`src/rtl/mcp300x_pkg.sv`:
```
// mcp300x_pkg: shared state encoding, defaults and helpers for the MCP300x scanner
package mcp300x_pkg;
  localparam int NUM_CH      = 8;
  localparam int DEF_DIVIDER = 12;
  localparam int DEF_TIMEOUT = 4095;
  typedef enum logic [2:0] {
    S_IDLE,
    S_SELECT,
    S_CONVERT,
    S_STORE,
    S_DONE
  } state_t;
  function automatic logic [2:0] lowest_ch(input logic [NUM_CH-1:0] m);
    lowest_ch = '0;
    for (int i = NUM_CH - 1; i >= 0; i--)
      if (m[i]) lowest_ch = 3'(i);
  endfunction
endpackage

```
`src/rtl/mcp300x_result_bank.sv`:
```
// mcp300x_result_bank: 8x10 result registers, one write port, one registered read port
module mcp300x_result_bank
  import mcp300x_pkg::*;
(
  input  logic       clk_i,
  input  logic       rst_n_i,
  input  logic       we_i,
  input  logic [2:0] wr_addr_i,
  input  logic [9:0] wr_data_i,
  input  logic [2:0] rd_addr_i,
  output logic [9:0] rd_data_o
);
  logic [9:0] r_mem [NUM_CH];
  // the read samples the array before this edge's write lands
  always_ff @(posedge clk_i or negedge rst_n_i) begin
    if (!rst_n_i) begin
      r_mem     <= '{default: '0};
      rd_data_o <= '0;
    end else begin
      rd_data_o <= r_mem[rd_addr_i];
      if (we_i) r_mem[wr_addr_i] <= wr_data_i;
    end
  end
endmodule

```
`src/rtl/mcp300x_scanner.sv`:
```
// mcp300x_scanner: sequences masked channel conversions through an external MCP300x
// SPI master and keeps the latest result per channel.
module mcp300x_scanner
  import mcp300x_pkg::*;
#(
  parameter int DIVIDER = DEF_DIVIDER,
  parameter int TIMEOUT = DEF_TIMEOUT
) (
  input  logic       clk_i,
  input  logic       rst_n_i,
  input  logic       run_i,
  input  logic       oneshot_i,
  input  logic [7:0] mask_i,
  input  logic       diff_i,
  output logic       ad_ena_o,
  output logic       ad_start_o,
  output logic [2:0] ad_chn_o,
  output logic       ad_single_o,
  input  logic       ad_eoc_i,
  input  logic [9:0] ad_data_i,
  input  logic [2:0] rd_addr_i,
  output logic [9:0] rd_data_o,
  output logic [7:0] valid_o,
  output logic       busy_o,
  output logic       scan_done_o,
  output logic       timeout_o
);
  state_t      r_state, w_next;
  logic [7:0]  r_div, r_pend, r_valid;
  logic [15:0] r_wdog;
  logic [2:0]  r_chn, w_sel;
  logic [9:0]  r_data;
  logic        r_single, r_timeout, w_scan_start, w_tmo;

  assign w_sel        = lowest_ch(r_pend);
  assign w_scan_start = |mask_i && ((r_state == S_IDLE && (run_i || oneshot_i)) ||
                                    (r_state == S_DONE && run_i));
  // an eoc on the final watchdog cycle still wins over the abort
  assign w_tmo        = r_state == S_CONVERT && !ad_eoc_i && r_wdog == 16'(TIMEOUT - 1);

  always_comb begin
    w_next = r_state;
    case (r_state)
      S_IDLE:    w_next = w_scan_start ? S_SELECT : S_IDLE;
      S_SELECT:  w_next = S_CONVERT;
      S_CONVERT: w_next = ad_eoc_i ? S_STORE : w_tmo ? (|r_pend ? S_SELECT : S_DONE) : S_CONVERT;
      S_STORE:   w_next = |r_pend ? S_SELECT : S_DONE;
      S_DONE:    w_next = w_scan_start ? S_SELECT : S_IDLE;
      default:   w_next = S_IDLE;
    endcase
  end

  always_ff @(posedge clk_i or negedge rst_n_i) begin
    if (!rst_n_i) begin
      r_state   <= S_IDLE;
      r_div     <= '0;
      r_wdog    <= '0;
      r_pend    <= '0;
      r_valid   <= '0;
      r_chn     <= '0;
      r_data    <= '0;
      r_single  <= 1'b1;
      r_timeout <= 1'b0;
    end else begin
      r_state <= w_next;
      r_div   <= ad_ena_o ? '0 : r_div + 8'd1;
      if (w_scan_start) begin
        r_pend    <= mask_i;
        r_single  <= ~diff_i;
        r_timeout <= 1'b0;
      end
      if (r_state == S_SELECT) begin
        r_chn  <= w_sel;
        r_pend <= r_pend & ~(8'd1 << w_sel);
        r_wdog <= '0;
      end
      if (r_state == S_CONVERT) r_wdog <= r_wdog + 16'd1;
      if (r_state == S_CONVERT && ad_eoc_i) r_data <= ad_data_i;
      if (w_tmo) r_timeout <= 1'b1;
      if (r_state == S_STORE) r_valid[r_chn] <= 1'b1;
    end
  end

  assign ad_ena_o    = r_div == 8'(DIVIDER - 1);
  assign ad_start_o  = r_state == S_CONVERT;
  assign ad_chn_o    = r_chn;
  assign ad_single_o = r_single;
  assign valid_o     = r_valid;
  assign busy_o      = r_state != S_IDLE;
  assign scan_done_o = r_state == S_DONE;
  assign timeout_o   = r_timeout;

  mcp300x_result_bank u_bank (
    .clk_i     (clk_i),
    .rst_n_i   (rst_n_i),
    .we_i      (r_state == S_STORE),
    .wr_addr_i (r_chn),
    .wr_data_i (r_data),
    .rd_addr_i (rd_addr_i),
    .rd_data_o (rd_data_o)
  );
endmodule

```
`config.mk`:
```
export PLATFORM = sky130hd
export DESIGN_NAME = mcp300x_scanner
export DESIGN_NICKNAME = d
export VERILOG_FILES = /design/src/rtl/mcp300x_pkg.sv /design/src/rtl/mcp300x_result_bank.sv /design/src/rtl/mcp300x_scanner.sv
export SDC_FILE = /design/constraint.sdc
export NUM_CORES = 1
export LEC_CHECK = 0
export CAP_MARGIN = 20
export CORE_ASPECT_RATIO = 1.25
export CORE_MARGIN = 10
export CORE_UTILIZATION = 38
export CTS_BUF_LIST = sky130_fd_sc_hd__clkbuf_2
export DETAILED_ROUTE_END_ITERATION = 10
export HOLD_SLACK_MARGIN = 0.03
export PLACE_DENSITY_LB_ADDON = 0.08
export SETUP_SLACK_MARGIN = 0.1
export SLEW_MARGIN = 0
export SYNTH_ARGS = -nofsm -noshare
export SYNTH_HDL_FRONTEND = slang
export SYNTH_SLANG_ARGS = --single-unit
```
`constraint.sdc`:
```
create_clock -name clk_i -period 4.8 [get_ports clk_i]
set_clock_uncertainty 0.1 [all_clocks]
set_input_delay 0.96 -clock clk_i [delete_from_list [all_inputs] [get_ports clk_i]]
set_output_delay 0.96 -clock clk_i [all_outputs]
set_load 0.02 [all_outputs]
```
==> results by group <==
Clock tree
  – Post-CTS Hold Buffers: 0
  – Reg clk slew, reported paths: 0.21 ns
  – CTS tree: built
  – Clock root cell: clkbuf_2
  – Buffer depth of the longest clock path: 2
  – Clock Latency Late Sink: 0.70 ns
  – CTS sink count: 148
  – TritonCTS Buffers: 17
  – Post-CTS Setup Bufs: 0
  – Post-cts sizing count: 0
  – H-tree depth: 4

Synth
  – Yosys warns: 0
  – Top-count cell post-synth: dfrtp_1
  – Async SR Flop Fraction: 100%
  – Yosys top cell area share: 56.9%
  – Largest area contributor in the netlist: dfrtp_1
  – Sequential area share after synthesis: 57.3%
  – Post-synth top flop: dfrtp_1
  – Synth unique cells: 47
  – Syn_nets: 498
  – Post-Syn Instances: 468
  – Mapped Area: 0.00646 mm2
  – Largest cells by area after synthesis: dfrtp_1 57%, mux2_2 17%, mux4_2 7.0%
  – Post-synthesis register bit count: 148
  – Number of synthesized flops with an enable pin: 0
  – Synth top cells by count: 147 x dfrtp_1, 100 x mux2_2, 30 x nand2_1
  – Post-Syn Area per Cell: 13.8 um2

Route
  – Via count: 3,957
  – DR iter-0 viols: 195
  – Via-per-instance ratio: 5.19
  – Antenna-violating nets left: 0
  – Drt first pass iters: 4
  – WL/cell: 18.3 um
  – Drt drc: 0
  – Total Routed Length: 14.0 mm

Layout
  – Synth-to-layout area growth: 16.1%
  – Fill count: 1,548
  – Area of the multi-input gates: 0.00265 mm2
  – Sequential cell area: 0.00370 mm2
  – Fraction of layout cells with a size suffix above 1: 32.2%
  – Final Cell Area: 0.00750 mm2
  – Layout net count: 558

Global routing
  – Total GRT Usage: 12.9%
  – Largest net degree at the start of global routing: 83
  – Congestion Overflow GR: 0
  – Initial antenna violation count: 1
  – First-pass GRT wire length: 22.9 mm
  – Vias in the first global route: 4,255

Placed design
  – DP Wirelength: 9.05 mm
  – GP Congestion: 0.779
  – Worst slack, placed: 1.75 ns
  – Placed inst area: 0.00725 mm2
  – Port Buffers: 53

Power
  – Leakage: 3.28 nW
  – Power Density: 556 mW/mm2
  – Worst IR Drop VDD: 271 uV

STA
  – Final hold vios: 0
  – Relative slew slack: 41.6%
  – Setup-failing EPs final: 0
  – RSZ-0062 raised after global routing: no
  – Final WS setup: 0.994 ns
  – Slew at the pin closest to its max-slew limit: 0.876 ns
  – Setup_tns: 0 ns
  – Max Freq: 263 MHz
  – Max-slew violations: 0
  – Final period util: 79.3%
  – Fin crit period: 3.81 ns

Critical path
  – Endpoint type of the worst setup path: primary output
  – Setup CP Type: reg2out
  – Worst Setup Start Kind: flip-flop
  – Worst EP required: 3.74 ns
  – CP max FO: 5
  – CP arrival: 2.75 ns

Floorplan
  – Die X: 137 um
  – Ports: 54
  – Die H: 166 um
  – Core ar.: 0.0168 mm2
  – Core Rows: 53
  – Die ar.: 0.0227 mm2
  – Initial Utilization: 38.5%

Run status
  – Run status: completed

Flow run
  – Max-cap check violation count: 0

Hold path
  – Tightest Hold Check Type: in2async
cells in the final DEF (no fill, tap or decap), types with 4 or more instances in the layout:
| cell type | n |
|---|---|
| dfrtp_1 | 147 |
| mux2_2 | 100 |
| clkdlybuf4s50_1 | 52 |
| nand2_1 | 30 |
| mux4_2 | 20 |
| o21ai_0 | 19 |
| nor2_1 | 17 |
| clkbuf_2 | 17 |
| nand3_1 | 12 |
| nand4_1 | 8 |
| buf_4 | 8 |
| nand2b_1 | 7 |
| clkinv_1 | 7 |
| or2_2 | 6 |
| inv_1 | 6 |
| o21ai_1 | 6 |
| mux2i_1 | 6 |
| xnor2_1 | 5 |
| o31ai_1 | 5 |
| nor4_1 | 4 |
| a31oi_1 | 4 |
| bufinv_16 | 4 |
cell families after synthesis:
family,Yosys count,share of synthesized area (%)
buf+inv,27,1.92
fa+ha+maj,3,0.581
xor+xnor,6,0.813
simple gates,113,9.55
compound gates,45,4.49
flops,148,57.3
mux,126,25.3
critical path, stage by stage (launching register included):
cell and delay, ns:
dfrtp_1 0.44, ha_1 0.25, nand3_1 0.10, nor4_1 0.53
clkdlybuf4s50_1 0.73
final cells by class:
type,instances,area share [%]
tap,220,3.67
sequential,148,49.4
timing repair buffer,61,7.89
clock inverter,15,2.25
antenna,1,0.0333
multi-input combinational,293,35.3
inverter,7,0.350
clock buffer,17,1.13
power by group:
group | internal, mW | total, mW | switching (mW)
sequential | 1.71 | 2.06 | 0.355
combinational | 0.757 | 1.35 | 0.597
clock | 0.327 | 0.755 | 0.427
state kept, by name (all words and copies together), names as in the netlist, 3 cells and up:
register and cells:
u_bank.r_mem 80, u_bank.rd_data_o 10, r_state 3, r_wdog 16, ad_chn_o 3, r_data 10, r_div 8, r_pend 8
valid_o 8
routing by layer:
metal	part of all wire, %	vias to the layer above	wire [um]	GRT usage [%]
met2	48	82	6750	20.4
met5	0	-	0	0
li1	-	1835	-	-
met1	45	2027	6340	16.3
met3	4.5	13	628	3.63
met4	1.6	0	229	4.87
through the flow:
stage,util (%),hold slack (ns),power [mW],instances
floorplan,-,0.336,2.95,468
global placement,43.2,0.351,3.43,729
detailed placement,43.2,0.352,3.47,729
CTS,44.7,0.133,4.24,761
global route,44.7,0.163,4.47,762
finish,44.7,0.174,4.17,762
worst paths after layout:
check                                          endpoint  slack, ns  cells past startpoint               startpoint
hold reg to reg                 ad_single_o$_DFFE_PN1P_       0.39                      2  ad_single_o$_DFFE_PN1P_
hold / removal             u_bank.r_mem[34]$_DFFE_PN0P_       0.17                      1                  rst_n_i
setup / recovery                               ad_ena_o       0.99                      4       r_div[0]$_DFF_PN0_
setup reg to reg                  r_data[7]$_DFFE_PN0P_       2.10                      4     r_state[2]$_DFF_PN0_
max in group asynchronous       ad_single_o$_DFFE_PN1P_       3.42                      2                  rst_n_i
min in group clk_i              ad_single_o$_DFFE_PN1P_       0.39                      2  ad_single_o$_DFFE_PN1P_
No activity file was read; power rests on OpenSTA's default activity.
